--- src/rtl/t05_sram_arbiter.sv ---
// ---------------------------------------------------------------------------
// t05_sram_arbiter
// Round-robin arbiter that shares one SRAM port among three requesters
// (0 = hTree, 1 = FLV, 2 = codebook). The winner's command is latched and
// held on the SRAM side until the wrapper acknowledges it or a timeout
// expires. Every output is a register.
//
// Ports
//   clk, rst     : clock, synchronous active-high reset
//   req/wen      : per-requester request and write-enable (3 bits each)
//   addr/wdata   : per-requester address / write data, slice i = requester i
//   gnt          : one-hot grant, high while the requester owns the port
//   done         : one-cycle one-hot completion pulse
//   rdata        : captured read data, valid with done
//   sram_*       : strobe, direction, address, write data toward SRAM;
//                  read data and one-cycle ack from SRAM
//   err          : sticky timeout flag
// ---------------------------------------------------------------------------
module t05_sram_arbiter #(
    parameter int ADDR_W  = 7,
    parameter int DATA_W  = 71,
    parameter int TIMEOUT = 255
) (
    input  logic                  clk,
    input  logic                  rst,
    input  logic [2:0]            req,
    input  logic [2:0]            wen,
    input  logic [3*ADDR_W-1:0]   addr,
    input  logic [3*DATA_W-1:0]   wdata,
    output logic [2:0]            gnt,
    output logic [2:0]            done,
    output logic [DATA_W-1:0]     rdata,
    output logic                  sram_en,
    output logic                  sram_wen,
    output logic [ADDR_W-1:0]     sram_addr,
    output logic [DATA_W-1:0]     sram_wdata,
    input  logic [DATA_W-1:0]     sram_rdata,
    input  logic                  sram_ack,
    output logic                  err
);

    localparam int CNT_W = $clog2(TIMEOUT + 1);

    typedef enum logic [1:0] {IDLE, BUSY, RELEASE} state_t;

    state_t              state, state_n;
    logic [1:0]          ptr, ptr_n;
    logic [1:0]          win, win_n;
    logic [CNT_W-1:0]    cnt, cnt_n;
    logic [2:0]          gnt_n, done_n;
    logic [DATA_W-1:0]   rdata_n;
    logic                sram_en_n, sram_wen_n, err_n;
    logic [ADDR_W-1:0]   sram_addr_n;
    logic [DATA_W-1:0]   sram_wdata_n;
    logic [1:0]          pick_w;

    // Requester index p+i, wrapped modulo 3.
    function automatic logic [1:0] rot(input logic [1:0] p, input int i);
        int s;
        s = (int'(p) + i) % 3;
        return 2'(s);
    endfunction

    // First asserted request scanning ptr, ptr+1, ptr+2. The scan runs from
    // lowest priority upward so the highest-priority hit is written last.
    function automatic logic [1:0] pick(input logic [2:0] r, input logic [1:0] p);
        logic [1:0] w;
        logic [1:0] idx;
        w = p;
        for (int i = 2; i >= 0; i--) begin
            idx = rot(p, i);
            if (r[idx]) w = idx;
        end
        return w;
    endfunction

    function automatic logic [2:0] onehot(input logic [1:0] w);
        return 3'b001 << w;
    endfunction

    assign pick_w = pick(req, ptr);

    always_ff @(posedge clk) begin
        if (rst) begin
            state      <= IDLE;
            ptr        <= '0;
            win        <= '0;
            cnt        <= '0;
            gnt        <= '0;
            done       <= '0;
            rdata      <= '0;
            sram_en    <= 1'b0;
            sram_wen   <= 1'b0;
            sram_addr  <= '0;
            sram_wdata <= '0;
            err        <= 1'b0;
        end else begin
            state      <= state_n;
            ptr        <= ptr_n;
            win        <= win_n;
            cnt        <= cnt_n;
            gnt        <= gnt_n;
            done       <= done_n;
            rdata      <= rdata_n;
            sram_en    <= sram_en_n;
            sram_wen   <= sram_wen_n;
            sram_addr  <= sram_addr_n;
            sram_wdata <= sram_wdata_n;
            err        <= err_n;
        end
    end

    always_comb begin
        state_n      = state;
        ptr_n        = ptr;
        win_n        = win;
        cnt_n        = cnt;
        gnt_n        = gnt;
        done_n       = '0;
        rdata_n      = rdata;
        sram_en_n    = sram_en;
        sram_wen_n   = sram_wen;
        sram_addr_n  = sram_addr;
        sram_wdata_n = sram_wdata;
        err_n        = err;

        case (state)
            IDLE: begin
                gnt_n     = '0;
                sram_en_n = 1'b0;
                if (|req) begin
                    win_n        = pick_w;
                    gnt_n        = onehot(pick_w);
                    sram_en_n    = 1'b1;
                    sram_wen_n   = wen[pick_w];
                    sram_addr_n  = addr[pick_w*ADDR_W +: ADDR_W];
                    sram_wdata_n = wdata[pick_w*DATA_W +: DATA_W];
                    cnt_n        = '0;
                    state_n      = BUSY;
                end
            end
            BUSY: begin
                // Ack has priority over a timeout landing in the same cycle.
                // A timeout also advances the pointer so a dead requester
                // cannot starve the others.
                if (sram_ack || cnt == CNT_W'(TIMEOUT - 1)) begin
                    done_n    = onehot(win);
                    gnt_n     = '0;
                    sram_en_n = 1'b0;
                    ptr_n     = (win == 2'd2) ? 2'd0 : win + 2'd1;
                    state_n   = RELEASE;
                    if (sram_ack) begin
                        if (!sram_wen) rdata_n = sram_rdata;
                    end else begin
                        err_n = 1'b1;
                    end
                end else begin
                    cnt_n = cnt + 1'b1;
                end
            end
            RELEASE: begin
                gnt_n     = '0;
                sram_en_n = 1'b0;
                state_n   = IDLE;
            end
            default: begin
                state_n = IDLE;
            end
        endcase
    end

endmodule

--- config.mk ---
export PLATFORM = sky130hd
export DESIGN_NAME = t05_sram_arbiter
export DESIGN_NICKNAME = d
export VERILOG_FILES = /design/src/rtl/t05_sram_arbiter.sv
export SDC_FILE = /design/constraint.sdc
export NUM_CORES = 1
export LEC_CHECK = 0
export ABC_AREA = 0
export CAP_MARGIN = 20
export CORE_AREA = 2 2 186 188
export DETAILED_ROUTE_END_ITERATION = 16
export DIE_AREA = 0 0 188 190
export MAX_ROUTING_LAYER = met4
export PLACE_DENSITY = 0.67
export SETUP_SLACK_MARGIN = 0.3
export SLEW_MARGIN = 20
export SYNTH_ARGS = -nofsm -noshare
export SYNTH_HDL_FRONTEND = slang
export SYNTH_SLANG_ARGS = --single-unit
--- constraint.sdc ---
create_clock -name clk -period 6.45 [get_ports clk]
set_input_delay 0.645 -clock clk [delete_from_list [all_inputs] [get_ports clk]]
set_output_delay 0.645 -clock clk [all_outputs]
set_load 0.005 [all_outputs]
* Word level (Yosys, flattened, before mapping)
Cells that the tools add are included.
** Cells by class
- Muxes and demuxes :: 24
- Shifts and indexed selects :: 4
- Reductions and logical operators :: 13
- Add/sub/neg operators :: 4
- Bitwise operators :: 4
- Equality and inequality tests :: 7
- Div/mod/pow operators :: 3
- Magnitude comparators :: 4
- Multipliers :: 2
** Operators by type and width (count)
- $shiftx A213 B10 Y71 :: 1
- $mod A32 B3 Y32 const B :: 2
- $mod A3 B3 Y32 const B :: 1
- $shiftx A21 B6 Y7 :: 1
- $mux W8 :: 2
- $pmux W8 S2 :: 1
- $lt A2 B3 Y1 const B :: 4
- $mux W2 :: 6
- $mul A2 B7 Y9 const B :: 1
- $pmux W3 S3 :: 1
- $add A8 B1 Y8 const B :: 1
- $bmux W1 S2 :: 4
- $eq A8 B8 Y1 const B :: 1
- $reduce_and A2 Y1 :: 4
- $mux W1 :: 6
- $mux W3 :: 2
- $ne A2 B2 Y1 const B :: 3
- $reduce_and A3 Y1 :: 2
- $reduce_or A3 Y1 :: 2
- $shl A1 B2 Y3 const A :: 2
- $mul A2 B3 Y5 const B :: 1
- $eq A2 B2 Y1 const B :: 2
- $not A1 Y1 :: 4
- $pmux W2 S2 :: 1
- 10 further kinds :: 10
** Word-level totals
- Word-level logic and storage cells :: 77
- Output and inout port bits :: 158
- Flip-flop bits (word level) :: 172

* Logic depth before layout (Yosys ltp)
- Word-level depth :: 10
- Depth in mapped cells :: 11
- Gate-level depth less buffers :: 8

* Worst setup path after synthesis
Ideal clock, no wire load.
- Path kind :: reg2reg
- Start point :: register ptr[0]
- End point :: register sram_addr[1]
- Path buffers :: 2
- Period minus slack after synthesis :: 2.107 ns
- Setup slack :: 4.343 ns
- Setup time :: 0.126 ns
- Arrival time :: 1.981 ns
- Cell stages (with the launch flop) :: 11
- Data required time :: 6.324 ns
- Path through :: dfxtp_1 > inv_1 > ha_1 > nor2b_1 > o31ai_1 > o21ai_0 > o221ai_1 > buf_2 > buf_2 > mux2i_1 > o21ai_0
** On the way
- Cells in the longest elaborated chain, start to end :: 9
** Ends and longest elaborated chain
- from (decl) :: line 47 : logic [1:0] ptr, ptr_n;
- from (signal assigned) :: line 99 : ptr <= ptr_n;
- $add A2 B2 Y3 :: line 60 : s = (int'(p) + i) % 3;
- $mod A32 B3 Y32 :: line 60
- $bmux W1 S2 :: line 72 : if (r[idx]) w = idx;
- $mux W1 (not written as such) :: line 72
- $mux W2 (2 in series) :: line 72
- $mux W2 * :: line 72
- $mul A2 B3 Y5 * :: line 136 : sram_addr_n = addr[pick_w*ADDR_W +: ADDR_W];
- $shiftx A21 B6 Y7 * :: line 136
- to (signal assigned) :: line 107 : sram_addr <= sram_addr_n;
- to (decl) :: line 35 : output logic [ADDR_W-1:0] sram_addr,
Every way passes the cells marked *; elsewhere a longest branch is shown, timed or not. The select of a mux whose other input is x is not followed.
A chain may end at the register's enable or synchronous reset.

* Worst setup path in the final report
- Start point :: register ptr[0]
- End point :: register sram_wdata[52]
** On the way
- Cells in the longest elaborated chain, start to end :: 9
** Ends and longest elaborated chain
- $add A2 B2 Y3 :: line 60
- $mod A32 B3 Y32 :: line 60
- $bmux W1 S2 :: line 72
- $mux W1 (not written as such) :: line 72
- $mux W2 (2 in series) :: line 72
- $mux W2 * :: line 72
- $mul A2 B7 Y9 * :: line 137 : sram_wdata_n = wdata[pick_w*DATA_W +: DATA_W];
- $shiftx A213 B10 Y71 * :: line 137
- to (signal assigned) :: line 108 : sram_wdata <= sram_wdata_n;
- to (decl) :: line 36 : output logic [DATA_W-1:0] sram_wdata,
Marked as above.

==> impl_metrics.yaml <==
status:
  outcome: "completed"
sta:
  fin_crit_sh_pct: 51.11
  finalSetupViolations: 0
  slew_headroom_pct: 35.14
  skew_ns: 0.01098
  tightest_slew_ns: 0.9729
  fmax_mhz: 303.3
  setup_tns_ns: 0
  period_minus_slack_ns: 3.297
  rsz0062_at_grt: "false"
  hold_violations: 0
  hold_ws_ns: 0.4533
  drv_slew: 0
placed_design:
  gp_congestion: 0.8001
  placed_area_um2: 13840
  dp_cells: 1989
  dp.final_hpwl_mm: 23.32
  portBuffers: 471
pwr:
  peakVddDrop_mv: 0.1812
  p_per_area_nw_per_um2: 247.5
  p_leak_nw: 5.465
  p_total_mw: 3.564
synthesis:
  async_flop_share_pct: 0
  yosysSeqAreaShare_pct: 38.67
  ys_ff_latch: 172
  ys_types: 43
  syn_area_um2: 8905
  synth_commonest_cells: "230 x nand2_1, 172 x dfxtp_1, 146 x nor2_1"
  avgSynthCellArea_um2: 7.750
  synth_edf_count: 0
  yosys.cell_count.top_type: "nand2_1"
  ys.flop_type: "dfxtp_1"
  synthTopCellsByArea: "dfxtp_1 39%, nand2_1 9.7%, mux2i_1 9.0%"
  synth_cells: 1149
  synth_top_area_cell: "dfxtp_1"
  synthesis.nets: 1471
  yosysWarningCount: 0
  yosysTopAreaCellShare_pct: 38.67
floorplanning:
  fp.dieH_um: 190
  die_w_um: 188
  coreArea_um2: 33950
  die_area_um2: 35720
  io_pins: 472
  rows: 68
  initial_utilization_pct: 26.23
cells_and_area:
  nets: 1875
  areaGrowthSynthToFinish_pct: 61.74
  nFillCells: 3346
  design_area_um2: 14400
  drive_above_1_share_pct: 5.109
  final_cells: 2022
clocking:
  cts_sinks: 172
  clock_latency_ns: 0.44
  cts_buffer_depth: 2
  holdBufCountCts: 0
  htreeDepth: 4
  cts-resized-gates: 0
  clk_pin_slew_ns: 0.07
  postCtsSetupBuffers: 0
  cts_tree: "yes"
  root_buffer: "clkbuf_16"
  cts_buffers: 17
grt:
  groute.usage.overall_pct: 18.33
  grt_overflow_total: 0
  antenna_found_initial: 1
  grt_max_degree: 143
  grt_pass1_wl_mm: 50.65
  grt_pass1_vias: 9412
worst_setup_path:
  crit_type: "reg -> reg"
  critPathCapture: "sram_wdata[52]$_SDFFE_PP0P_"
  timing.rr.end: "sram_wdata[52]$_SDFFE_PP0P_"
  crit_path_end_kind: "register"
  cp_max_fo: 142
  cp-startpoint: "ptr[0]$_SDFFE_PP0P_"
  cp-start-kind: "register"
  ff2ff_path_depth: 9
  critical_path_arrival_ns: 3.62
  cp.required_ns: 6.77
  worst-path-stages: 9
  path_buf_inv: 2
  r2r_start: "ptr[0]$_SDFFE_PP0P_"
  r2r_slack_ns: 3.15
  cp_slowest_cell: "o221ai_4"
  crit_chain: "inv_1 > ha_1 > nand2b_1 > a21oi_1 > nor2_1 > o221ai_4 > buf_12 > mux2i_1 > o21ai_1"
  cp_top_family: "compound AO/OA/AOI/OAI gates"
  slowest_delay_ns: 0.69
drt:
  drt_pre_antenna_iters: 4
  wire_per_inst_um: 16.17
  detail-route-antenna-nets: 0
  drc: 0
  vias_per_cell: 4.813
  wl_mm: 32.69
  dr_total_vias: 9732
  drt_iter0_markers: 345
min_path:
  min_from: "rdata[15]$_SDFFE_PP0P_"
  min_path_type: "reg -> reg"
flow_run:
  drv_cap: 0
## worst reg2reg max path, stage by stage, from the launching register on
cell	delay, ns
dfxtp_1	0.40
inv_1	0.08
ha_1	0.36
nand2b_1	0.19
a21oi_1	0.13
nor2_1	0.09
o221ai_4	0.69
buf_12	0.57
mux2i_1	0.58
o21ai_1	0.09
## area by class of cell
cell class	count	area, um2	share of cell area, %
Tap cell	455	569.3	3.953
Antenna cell	1	2.502	0.01737
Clock inverter	13	110.1	0.7645
Timing Repair Buffer	481	4803	33.35
Clock buffer	19	452.9	3.145
Inverter	6	22.52	0.1564
Sequential cell	172	3443	23.91
Multi-Input combinational cell	875	4999	34.71
## flip-flops by register name (all words and copies together) (netlist names)
register / flops
rdata: 71
sram_wdata: 71
cnt: 8
sram_addr: 7
done: 3
gnt: 3
ptr: 2
state: 2
win: 2
err: 1
sram_en: 1
sram_wen: 1
## per-stage QoR
step / utilization [%] / setup slack (ns)
floorplan: - / 4.343
global placement: 40.76 / 2.898
detailed placement: 40.76 / 2.810
CTS: 42.42 / 3.119
global route: 42.43 / 2.868
finish: 42.43 / 3.153
## how the worst min path moves through the flow
| stage | endpoint | slack [ns] | cells past startpoint |
|---|---|---|---|
| 3_5_place_dp | rdata[33]$_SDFFE_PP0P_ | 0.45 | 2 |
| 4_1_cts | rdata[33]$_SDFFE_PP0P_ | 0.46 | 2 |
| 2_1_floorplan | gnt[2]$_SDFFE_PP0P_ | 0.45 | 2 |
| 3_3_place_gp | rdata[50]$_SDFFE_PP0P_ | 0.44 | 2 |
| 5_1_grt | rdata[30]$_SDFFE_PP0P_ | 0.47 | 2 |
| 6_report | rdata[15]$_SDFFE_PP0P_ | 0.45 | 2 |
## logic make-up (layout without fill, tap and decap cells)
family	after synthesis	count (layout)	share of synthesized area, %
AO/OA/AOI/OAI	264	264	18.67
XOR/XNOR	5	5	0.4918
adder cells (fa/ha/maj)	8	8	1.124
buffers and inverters	102	519	5.550
flip-flops	172	172	38.67
multiplexers	80	80	8.993
other	0	1	0
AND/OR/NAND/NOR	518	518	26.50
## layout by cell type, fill, tap and decap left out, types with 4 or more instances in the layout
master           instances
dfxtp_1                172
clkdlybuf4s50_1        470
o21ai_0                 52
ha_1                     8
nor2b_1                  6
nor3_1                  84
a41oi_1                 80
mux2i_1                 80
o21ai_1                 33
nor2_1                 146
xor2_1                   4
clkbuf_16               17
a21oi_1                 85
clkinvlp_4               4
inv_1                    6
clkinv_4                 5
nor2_4                  29
buf_4                    9
nand2_1                230
## layer usage
metal	share of wire, %	track usage (%)	up-vias
li1	-	-	4849
met5	0	-	-
met3	8.0	5.589	37
met1	42	21.25	4461
met2	48	30.23	385
met4	1.8	6.057	0
## report_power, final
part	internal [mW]	switching (mW)	total, mW
logic	0.650	0.586	1.24
clock network	0.522	0.481	1.00
registers	1.22	0.108	1.33
total	2.39	1.17	3.56
No activity file was read; power rests on OpenSTA's default activity.
